===== src/rtl/core_pkg.sv =====
// Shared types and constants for the core trap sequencer.
// Optional build macro used by core_trap_ctrl: CORE_TRAP_TVAL_EN (adds xTVAL update).
package core_pkg;

    typedef enum logic [1:0] {
        PRV_U = 2'b00,
        PRV_S = 2'b01,
        PRV_M = 2'b11
    } prv_mode_t;

    typedef enum logic [1:0] {
        TRAP_IDLE     = 2'd0,
        TRAP_FLUSH    = 2'd1,
        TRAP_COMMIT   = 2'd2,
        TRAP_REDIRECT = 2'd3
    } trap_state_t;

    // mstatus bit positions
    localparam int MSTATUS_SIE    = 1;
    localparam int MSTATUS_MIE    = 3;
    localparam int MSTATUS_SPIE   = 5;
    localparam int MSTATUS_MPIE   = 7;
    localparam int MSTATUS_SPP    = 8;
    localparam int MSTATUS_MPP_LO = 11;
    localparam int MSTATUS_MPP_HI = 12;

    // standard interrupt cause codes
    localparam int IRQ_SSI = 1;
    localparam int IRQ_MSI = 3;
    localparam int IRQ_STI = 5;
    localparam int IRQ_MTI = 7;
    localparam int IRQ_SEI = 9;
    localparam int IRQ_MEI = 11;

    // standard causes, highest priority first; all other lines follow by descending index
    localparam int IRQ_STD_CNT = 6;
    localparam int IRQ_STD_PRIO [IRQ_STD_CNT] = '{IRQ_MEI, IRQ_MSI, IRQ_MTI, IRQ_SEI, IRQ_SSI, IRQ_STI};

    function automatic logic irq_is_std(input int idx);
        logic hit;
        hit = 1'b0;
        for (int k = 0; k < IRQ_STD_CNT; k++) begin
            if (IRQ_STD_PRIO[k] == idx) hit = 1'b1;
        end
        return hit;
    endfunction

endpackage


===== src/rtl/core_trap_irq_sel.sv =====
// Interrupt eligibility (delegation + global enables) and fixed-priority winner select.
module core_trap_irq_sel
    import core_pkg::*;
#(
    parameter int NUM_IRQ = 16
) (
    input  logic [NUM_IRQ-1:0] irq_pending,
    input  logic [31:0]        mideleg,
    input  logic [1:0]         prv_mode,
    input  logic               mstatus_mie,
    input  logic               mstatus_sie,
    output logic               irq_valid,
    output logic [4:0]         irq_code,
    output logic               irq_to_m
);

    logic               m_en;
    logic               s_en;
    logic [NUM_IRQ-1:0] to_m;
    logic [NUM_IRQ-1:0] eligible;
    logic               unused_deleg;

    // lines above NUM_IRQ have no delegation meaning here
    assign unused_deleg = ^mideleg;

    // per-line target privilege and whether that target currently accepts interrupts
    always_comb begin
        m_en = (prv_mode < PRV_M) || mstatus_mie;
        s_en = (prv_mode < PRV_S) || ((prv_mode == PRV_S) && mstatus_sie);
        for (int i = 0; i < NUM_IRQ; i++) begin
            to_m[i]     = !mideleg[i] || (prv_mode == PRV_M);
            eligible[i] = irq_pending[i] && (to_m[i] ? m_en : s_en);
        end
        irq_valid = |eligible;
    end

    // later writes win: non-standard lines ascending, then standard lines lowest priority first
    always_comb begin
        irq_code = '0;
        irq_to_m = 1'b0;
        for (int i = 0; i < NUM_IRQ; i++) begin
            if (eligible[i] && !irq_is_std(i)) begin
                irq_code = 5'(i);
                irq_to_m = to_m[i];
            end
        end
        for (int k = IRQ_STD_CNT - 1; k >= 0; k--) begin
            if (eligible[IRQ_STD_PRIO[k]]) begin
                irq_code = 5'(IRQ_STD_PRIO[k]);
                irq_to_m = to_m[IRQ_STD_PRIO[k]];
            end
        end
    end

endmodule


===== src/rtl/core_trap_ctrl.sv =====
// Trap / xRET sequencer: accepts an exception, interrupt or MRET/SRET, drains the
// pipeline, commits the implicit CSR and privilege updates, then redirects fetch.
// Build option: define CORE_TRAP_TVAL_EN to add exc_tval and the xTVAL write port.
//
// state         | meaning
// TRAP_IDLE     | waiting for an event; event data latched on acceptance
// TRAP_FLUSH    | flush_req high until flush_ack is seen
// TRAP_COMMIT   | one cycle of CSR / privilege write strobes
// TRAP_REDIRECT | one-cycle fetch redirect, then back to idle
module core_trap_ctrl
    import core_pkg::*;
#(
    parameter int NUM_IRQ      = 16,   // 12..32
    parameter int VECTORED_IRQ = 1
) (
    input  logic               clk,
    input  logic               rst,
    input  logic               exc_valid,
    input  logic [4:0]         exc_cause,
    input  logic [31:0]        trap_pc,
    input  logic [NUM_IRQ-1:0] irq_pending,
    input  logic [1:0]         xret_req,
    input  logic [1:0]         prv_mode,
    input  logic [31:0]        csr_mstatus,
    input  logic [31:0]        csr_medeleg,
    input  logic [31:0]        csr_mideleg,
    input  logic [31:0]        csr_mtvec,
    input  logic [31:0]        csr_stvec,
    input  logic [31:0]        csr_mepc,
    input  logic [31:0]        csr_sepc,
    output logic               flush_req,
    input  logic               flush_ack,
    output logic               redirect_valid,
    output logic [31:0]        redirect_pc,
    output logic [1:0]         prv_mode_in,
    output logic               prv_mode_we,
    output logic [31:0]        csr_mstatus_in,
    output logic               csr_mstatus_we,
    output logic [31:0]        csr_epc_in,
    output logic [1:0]         csr_epc_we,
    output logic [31:0]        csr_cause_in,
    output logic [1:0]         csr_cause_we
`ifdef CORE_TRAP_TVAL_EN
    ,
    input  logic [31:0]        exc_tval,
    output logic [31:0]        csr_tval_in,
    output logic [1:0]         csr_tval_we
`endif
);

    trap_state_t state_q, state_d;

    logic        irq_valid;
    logic [4:0]  irq_code;
    logic        irq_to_m;

    logic        ev_valid, is_irq, is_mret, is_sret, to_m_d;
    logic [4:0]  code_d;
    logic [31:0] tvec, mstatus_d, pc_d;
    logic [1:0]  prv_d;

    logic        ev_int_q, ev_ret_q, to_m_q;
    logic [4:0]  code_q;
    logic [31:0] epc_q, mstatus_q, pc_q;
    logic [1:0]  prv_q;
`ifdef CORE_TRAP_TVAL_EN
    logic [31:0] tval_q;
`endif

    core_trap_irq_sel #(
        .NUM_IRQ(NUM_IRQ)
    ) u_irq_sel (
        .irq_pending(irq_pending),
        .mideleg    (csr_mideleg),
        .prv_mode   (prv_mode),
        .mstatus_mie(csr_mstatus[MSTATUS_MIE]),
        .mstatus_sie(csr_mstatus[MSTATUS_SIE]),
        .irq_valid  (irq_valid),
        .irq_code   (irq_code),
        .irq_to_m   (irq_to_m)
    );

    // classify the candidate event and precompute its mstatus, privilege and target PC
    always_comb begin
        ev_valid  = exc_valid || irq_valid || (xret_req != 2'b00);
        is_irq    = !exc_valid && irq_valid;
        is_mret   = !exc_valid && !irq_valid && xret_req[1];
        is_sret   = !exc_valid && !irq_valid && !xret_req[1] && xret_req[0];
        code_d    = exc_valid ? exc_cause : irq_code;
        to_m_d    = exc_valid ? (!csr_medeleg[exc_cause] || (prv_mode == PRV_M)) : irq_to_m;
        tvec      = to_m_d ? csr_mtvec : csr_stvec;
        mstatus_d = csr_mstatus;
        prv_d     = PRV_M;
        pc_d      = {tvec[31:2], 2'b00};
        if (is_mret) begin
            mstatus_d[MSTATUS_MIE]                   = csr_mstatus[MSTATUS_MPIE];
            mstatus_d[MSTATUS_MPIE]                  = 1'b1;
            mstatus_d[MSTATUS_MPP_HI:MSTATUS_MPP_LO] = PRV_U;
            prv_d = csr_mstatus[MSTATUS_MPP_HI:MSTATUS_MPP_LO];
            pc_d  = {csr_mepc[31:2], 2'b00};
        end else if (is_sret) begin
            mstatus_d[MSTATUS_SIE]  = csr_mstatus[MSTATUS_SPIE];
            mstatus_d[MSTATUS_SPIE] = 1'b1;
            mstatus_d[MSTATUS_SPP]  = 1'b0;
            prv_d = {1'b0, csr_mstatus[MSTATUS_SPP]};
            pc_d  = {csr_sepc[31:2], 2'b00};
        end else if (to_m_d) begin
            mstatus_d[MSTATUS_MPIE]                  = csr_mstatus[MSTATUS_MIE];
            mstatus_d[MSTATUS_MIE]                   = 1'b0;
            mstatus_d[MSTATUS_MPP_HI:MSTATUS_MPP_LO] = prv_mode;
            prv_d = PRV_M;
        end else begin
            mstatus_d[MSTATUS_SPIE] = csr_mstatus[MSTATUS_SIE];
            mstatus_d[MSTATUS_SIE]  = 1'b0;
            mstatus_d[MSTATUS_SPP]  = prv_mode[0];
            prv_d = PRV_S;
        end
        if (is_irq && (VECTORED_IRQ != 0) && (tvec[1:0] == 2'b01)) begin
            pc_d = pc_d + {25'b0, code_d, 2'b00};
        end
    end

    // capture the event on acceptance; later input changes are ignored
    always_ff @(posedge clk or posedge rst) begin
        if (rst) begin
            ev_int_q  <= 1'b0;
            ev_ret_q  <= 1'b0;
            to_m_q    <= 1'b0;
            code_q    <= '0;
            epc_q     <= '0;
            mstatus_q <= '0;
            prv_q     <= '0;
            pc_q      <= '0;
`ifdef CORE_TRAP_TVAL_EN
            tval_q    <= '0;
`endif
        end else if ((state_q == TRAP_IDLE) && ev_valid) begin
            ev_int_q  <= is_irq;
            ev_ret_q  <= is_mret || is_sret;
            to_m_q    <= to_m_d;
            code_q    <= code_d;
            epc_q     <= trap_pc;
            mstatus_q <= mstatus_d;
            prv_q     <= prv_d;
            pc_q      <= pc_d;
`ifdef CORE_TRAP_TVAL_EN
            tval_q    <= is_irq ? 32'h0 : exc_tval;
`endif
        end
    end

    // state register
    always_ff @(posedge clk or posedge rst) begin
        if (rst) state_q <= TRAP_IDLE;
        else     state_q <= state_d;
    end

    // flush request comes straight from a flop so the pipeline sees a clean level
    always_ff @(posedge clk or posedge rst) begin
        if (rst) flush_req <= 1'b0;
        else     flush_req <= (state_d == TRAP_FLUSH);
    end

    // next state and strobe/data outputs; data is zero outside its strobe cycle
    always_comb begin
        state_d        = state_q;
        redirect_valid = 1'b0;
        redirect_pc    = '0;
        prv_mode_in    = '0;
        prv_mode_we    = 1'b0;
        csr_mstatus_in = '0;
        csr_mstatus_we = 1'b0;
        csr_epc_in     = '0;
        csr_epc_we     = '0;
        csr_cause_in   = '0;
        csr_cause_we   = '0;
`ifdef CORE_TRAP_TVAL_EN
        csr_tval_in    = '0;
        csr_tval_we    = '0;
`endif
        case (state_q)
            TRAP_IDLE: begin
                if (ev_valid) state_d = TRAP_FLUSH;
            end
            TRAP_FLUSH: begin
                if (flush_ack) state_d = TRAP_COMMIT;
            end
            TRAP_COMMIT: begin
                prv_mode_in    = prv_q;
                prv_mode_we    = 1'b1;
                csr_mstatus_in = mstatus_q;
                csr_mstatus_we = 1'b1;
                if (!ev_ret_q) begin
                    csr_epc_in   = epc_q;
                    csr_epc_we   = to_m_q ? 2'b10 : 2'b01;
                    csr_cause_in = {ev_int_q, 26'b0, code_q};
                    csr_cause_we = to_m_q ? 2'b10 : 2'b01;
`ifdef CORE_TRAP_TVAL_EN
                    csr_tval_in  = tval_q;
                    csr_tval_we  = to_m_q ? 2'b10 : 2'b01;
`endif
                end
                state_d = TRAP_REDIRECT;
            end
            TRAP_REDIRECT: begin
                redirect_valid = 1'b1;
                redirect_pc    = pc_q;
                state_d        = TRAP_IDLE;
            end
            default: state_d = TRAP_IDLE;
        endcase
    end

endmodule


===== config.mk =====
export PLATFORM = sky130hd
export DESIGN_NAME = core_trap_ctrl
export DESIGN_NICKNAME = d
export VERILOG_FILES = /design/src/rtl/core_pkg.sv /design/src/rtl/core_trap_irq_sel.sv /design/src/rtl/core_trap_ctrl.sv
export SDC_FILE = /design/constraint.sdc
export NUM_CORES = 1
export LEC_CHECK = 0
export ABC_AREA = 0
export CORE_AREA = 10 10 168 139
export DETAILED_ROUTE_END_ITERATION = 10
export DIE_AREA = 0 0 178 149
export PLACE_DENSITY = 0.91
export RECOVER_POWER = 50
export SLEW_MARGIN = 20
export SYNTH_ARGS = -nofsm -noshare
export SYNTH_HDL_FRONTEND = slang
export SYNTH_SLANG_ARGS = --single-unit

===== constraint.sdc =====
create_clock -name clk -period 4.5 [get_ports clk]
set_clock_uncertainty 0.2 [all_clocks]
set_input_delay 1.125 -clock clk [delete_from_list [all_inputs] [get_ports clk]]
set_output_delay 1.125 -clock clk [all_outputs]
set_load 0.05 [all_outputs]

# Word-level counts from Yosys, hierarchy flattened
# Index checks and enable logic that the tools add are counted.
# totals
register_bits	109
elab_cells	181
# op_classes
add_sub_neg	1
magnitude_cmp	3
eq_ne	7
mux	91
n_reduce_logical	69
# ops
op	n
$mux 32	10
$mux 5	15
$mux 1	51
$add 32x7->32	1
$mux 2	13
$logic_and 1x1->1	24
$logic_or 1x1->1	22
$logic_not 1->1	20
$reduce_or 16->1	1
$eq 2x1->1 const B	4
$pmux 2 s4	1
$eq 2x2->1 const B	3
$lt 5x6->1 const B	1
$bmux 1 s5	1
$logic_not 2->1	1
$lt 2x1->1 const B	1
$lt 2x2->1 const B	1
$reduce_bool 2->1	1

# Longest topological paths before layout
# Gate-level depths: netlist of the first run.
# depth
depth_word	27
mapped_depth	26

# Modules after synthesis
# Synthesis of the first run repeated with hierarchy kept, for this count alone.
# unflattened
cells_unflattened	1040
hier_area_um2	8139.1
# modules_own_cells
mod	n_inst	cells_each	area_each_um2
core_trap_ctrl	1	904	7335.8
core_trap_irq_sel	1	136	803.3

# Worst setup path before layout of the first run
# Ideal clock, no wire load.
# synth_timing
path_type	input-to-reg
start	in exc_cause[0]
end	reg pc_q[30]
setup_ns	0.133
arrival_time_ns	5.536
required_ns	4.167
path_slack_ns	-1.369
cell_stages	23
path_cell_list	buf_6 -> mux4_2 -> mux2i_1 -> a311o_1 -> o41ai_4 -> or2_1 -> buf_4 -> buf_6 -> clkbuf_1 -> nand2_1 -> a31oi_1 -> ha_1 -> inv_1 -> fa_1 -> nor2b_1 -> o21ai_0 -> nand2b_1 -> a21oi_1 -> nor3_1 -> nand4b_1 -> nor4_1 -> xor2_1 -> o21ai_0
# synth_via
elab_chain_cells	10
word_cells_on_any_way	13
cone_classes	1 x add/sub; 1 x eq/ne; 8 x mux; 3 x reduce/logical
# synth_rtl
item	line_no	text
start, declared	core_trap_ctrl.sv:19	input logic [4:0] exc_cause,
$bmux 1 s5	core_trap_ctrl.sv:90	to_m_d = exc_valid ? (!csr_medeleg[exc_cause] || (prv_mode == PRV_M)) : irq_to_m;
$mux 1 (not written as such)	core_trap_ctrl.sv:90	
$logic_not 1->1	core_trap_ctrl.sv:90	
$logic_or 1x1->1	core_trap_ctrl.sv:90	
$mux 1	core_trap_ctrl.sv:90	
$mux 32	core_trap_ctrl.sv:91	tvec = to_m_d ? csr_mtvec : csr_stvec;
$mux 32	core_trap_ctrl.sv:101	end else if (is_sret) begin
$mux 32	core_trap_ctrl.sv:95	if (is_mret) begin
$add 32x7->32	core_trap_ctrl.sv:119	pc_d = pc_d + {25'b0, code_d, 2'b00};
$mux 32 *	core_trap_ctrl.sv:118	if (is_irq && (VECTORED_IRQ != 0) && (tvec[1:0] == 2'b01)) begin
end signal, assigned	core_trap_ctrl.sv:145	pc_q <= pc_d;
end, declared	core_trap_ctrl.sv:64	logic [31:0] epc_q, mstatus_q, pc_q;
# Every way passes the cells marked *; elsewhere a longest branch is shown, timed or not. The select of a mux whose other input is x is not followed.
# A chain may end at the register's enable or synchronous reset.

# Worst setup path in the final report of the first run
# layout_timing
start	in csr_mideleg[1]
end	reg pc_q[18]
# layout_via
elab_chain_cells	15
word_cells_on_any_way	33
cone_classes	1 x add/sub; 1 x eq/ne; 17 x mux; 14 x reduce/logical
# layout_rtl
item	line_no	text
start, declared	core_trap_ctrl.sv:26	input logic [31:0] csr_mideleg,
$logic_not 1->1 *	core_trap_irq_sel.sv:31	to_m[i] = !mideleg[i] || (prv_mode == PRV_M);
$logic_or 1x1->1 *	core_trap_irq_sel.sv:31	
$mux 1	core_trap_irq_sel.sv:32	eligible[i] = irq_pending[i] && (to_m[i] ? m_en : s_en);
$logic_and 1x1->1	core_trap_irq_sel.sv:32	
$mux 1 (5 in series)	core_trap_irq_sel.sv:48	if (eligible[IRQ_STD_PRIO[k]]) begin
$mux 1	core_trap_ctrl.sv:90	
$mux 32	core_trap_ctrl.sv:91	
$mux 32	core_trap_ctrl.sv:101	
$mux 32	core_trap_ctrl.sv:95	
$add 32x7->32	core_trap_ctrl.sv:119	
$mux 32	core_trap_ctrl.sv:118	
# Every way passes the cells marked *; elsewhere a longest branch is shown, timed or not.

==> results.md, run 1 <==
* Register area at 0.00268 sq mm
* Worst Tran Pin Value at 1.67 ns
* GP Congestion at 0.906
* Max-Cap Viols at 1
* # IOs at 423
* Relative slew slack at -11.7%
* Port bufs at 374
* Int Power at 3.45 mW
* Critical Path RT at 4.53 ns
* Worst min-delay path endpoint: mstatus_q[23]$_DFFE_PP0P_
* Top cells by area, synth: dfrtp_1 (34%), nand2_1 (14%), and2_1 (6.3%)
* Mapped Area at 0.00786 sq mm
* GRT Util Overall at 28.1%
* Routed wire per std cell at 22.7 microns
* H-Tree Level Count at 3
* P per Cell Area at 442 mW/mm^2
* Post-synthesis sequential area ratio at 34.1%
* Outcome: finished, violations left
* Cell Area, Placed at 0.0133 sq mm
* Switching Power at 3.07 mW
* Routed wire length at 40,900 microns
* Critical Path Fanout Max at 8
* Area delta synth->final at 87.6%
* Setup WS post-layout at -0.745 ns
* Worst-Skew Late Latency at 0.35 ns
* Die width at 178 microns
* Unique masters post-synth at 81
* R2r startpoint: state_q[0]$_DFF_PP0_
* Hold path depth at 2
* Violated checks: capacitance limit, slew limit, setup timing
* Seq pwr share at 25.9%
* RSZ-0062 raised after global routing: yes
* Multi-input logic area at 0.00537 sq mm
* Pleak at 7.03 nW
* DRT antenna net count at 0
* Largest net degree at the start of global routing at 79
* Layout cells sized above 1 at 29.7%
* Crit. End Element: flip-flop
* Total CTS buffers at 9
* Cell Rows at 47
* CTS sink cnt at 107
* Post-route cell area at 0.0147 sq mm
* Drt first pass iters at 9
* Most common cell in the netlist: nand2_1
* Gr ovfl total at 0
* Crit Path Class: input pin to flip-flop
* Post-synth ARST share at 100%
* Fin crit share at 117%
* Clock power frac at 12.7%
* Vias in the first global route at 10,173
* Initial antenna violation count at 5
* Fin. max-slew vios at 79
* Net Sw Frac at 47.0%
* Core ar. at 0.0202 sq mm
* Worst path arrival time at 5.28 ns
* Filler cells at 1,342
* HP Class: flip-flop to flip-flop
* Final min period at 5.24 ns
* Post-DP HPWL at 30,000 microns
* Layout Nets at 1,818
* CTS tree: done
* Startpoint class of the critical path: input pin
* Die height at 149 microns
* Die area at 0.0265 sq mm
* Comb pwr share at 61.5%
* Vias at 10,022
* CTS root buf: clkbuf_16
* Starting density of the core at 39.0%
* Drc violations at 0
* Hold buffer count at CTS at 0
* Ys Warns at 0
* Reg2reg setup slack at 2.58 ns
* Slowest stage cell, crit path: fa_2
* Seq cells post-synth at 107
* Reg clk slew, reported paths at 0.08 ns
* Final Hold Fails at 0
* Syn_area_per_cell at 7.93 sq um
* Clock tree buffer depth at 2
* R2R Path End: mstatus_q[1]$_DFFE_PP0P_
* Reg2reg path depth at 5
* Syn Inst Count at 991
* Crit path top cell by count: buf_6
* Final setup viols at 29
* Peak supply drop at 0.321 mV
* EDFF count, synth at 0
* Setup TNS at -14.84 ns
* First-pass GRT wire length at 58,700 microns
* DR vias/cell at 5.56
* Fmax at 191 MHz
* Post-synth top cells: nand2_1 (294), dfrtp_1 (107), and2_1 (79)
* Synth Flop Type: dfrtp_1
* Leading area contributor after synthesis: dfrtp_1
* Worst min-delay path startpoint: mstatus_q[23]$_DFFE_PP0P_
* Largest stage delay on the critical path at 0.39 ns
* Top cell type's share of synthesized area at 34.1%
* Drt initial violations at 1,167
flip-flops by register name, indices dropped and copies added, names as in the netlist:
name,flops
code_q,5
epc_q,32
ev_int_q,1
ev_ret_q,1
flush_req,1
mstatus_q,32
pc_q,30
prv_q,2
state_q,2
to_m_q,1
worst max-delay path: cells and delay by family:
kind / cells / cell delay [ns]
and+or+nand+nor: 8 / 1.15
xor gates and xnor gates: 1 / 0.13
adders and majority gates: 2 / 0.62
buffers and inverters: 6 / 0.99
AOI/OAI and AO/OA: 8 / 1.26
area by class of cell:
type / count / share of cell area [%]
repair buffers: 601 / 40.6
flip-flops and latches: 107 / 18.2
inverters: 16 / 0.407
clock inverters: 7 / 0.586
clock buffers: 9 / 1.53
multi-input cells: 792 / 36.4
diodes: 2 / 0.0340
well taps: 269 / 2.28
layer usage:
layer	global-route usage [%]	wire length [microns]	up-vias	part of all wire (%)
met1	30.9	15000	4781	37
met3	9.34	4170	158	10
li1	-	-	4465	-
met4	10.5	1800	8	4.4
met5	0	48	-	0.12
met2	49.4	19900	610	49
cell usage in the layout (no fill, tap or decap), drive strengths merged, types with 20 or more instances in the layout:
master / count
buf: 306
inv: 20
dlygate4sd2: 23
and2: 79
clkdlybuf4s50: 216
conb: 28
o22ai: 28
dlymetal6s2s: 25
nand2: 294
o21ai: 55
and3: 31
dfrtp: 107
cells by family (layout without fill, tap and decap cells):
family / count (synthesis) / count (layout) / synth area share (%)
simple gates: 531 / 531 / 34.0
mux: 19 / 19 / 3.79
other cells: 1 / 30 / 0.0477
flops: 107 / 107 / 34.1
xor+xnor: 26 / 26 / 2.90
buf+inv: 119 / 633 / 8.04
compound gates: 182 / 182 / 16.1
fa+ha+maj: 6 / 6 / 1.05
power groups by stage:
stage	Combinational, mW	Sequential, mW	Clock, mW
2_1_floorplan	2.21	1.61	0
3_3_place_gp	3.63	1.65	0
3_5_place_dp	3.74	1.69	0
4_1_cts	3.90	1.67	0.839
5_1_grt	4.26	1.73	0.869
6_report	4.01	1.69	0.825
what timing repair did:
item,CTS,global route
pin swaps,77,50
cloned,1,0
gates resized for setup,167,78
buffers inserted,54,20
endpoints found under the setup margin,30,30
worst max path at each step:
| stage | slack [ns] | endpoint | start | depth (start not counted) |
|---|---|---|---|---|
| after floorplan | -1.16 | pc_q[30]$_DFFE_PP0P_ | prv_mode[1] | 25 |
| after global placement | -1.35 | pc_q[30]$_DFFE_PP0P_ | prv_mode[0] | 24 |
| after detailed placement | -1.54 | pc_q[14]$_DFFE_PP0P_ | exc_cause[0] | 24 |
| after CTS | -0.44 | pc_q[14]$_DFFE_PP0P_ | exc_cause[0] | 24 |
| after global routing | -0.85 | pc_q[14]$_DFFE_PP0P_ | csr_mideleg[1] | 25 |
| final | -0.74 | pc_q[18]$_DFFE_PP0P_ | csr_mideleg[1] | 25 |
through the flow:
stage	total power [mW]	hold slack [ns]	instances	utilization [%]	setup slack, ns
after floorplan	3.82	0.237	1018	-	-1.16
after global placement	5.29	0.249	1718	66.0	-1.35
after detailed placement	5.44	0.255	1718	66.0	-1.54
after CTS	6.41	0.275	1784	71.8	-0.438
after global routing	6.86	0.291	1802	73.1	-0.852
final	6.52	0.271	1803	73.1	-0.745
Note: power is estimated with default switching activity, not from simulation.
==> run 2, diff against run 1 <==
--- a/config.mk
+++ b/config.mk
@@ -5,7 +5,6 @@
 export SDC_FILE = /design/constraint.sdc
 export NUM_CORES = 1
 export LEC_CHECK = 0
-export ABC_AREA = 0
 export CORE_AREA = 10 10 168 139
 export DETAILED_ROUTE_END_ITERATION = 10
 export DIE_AREA = 0 0 178 149
==> results of run 2 <==
No change in the layout: final DEF, timing and power equal those of run 1.
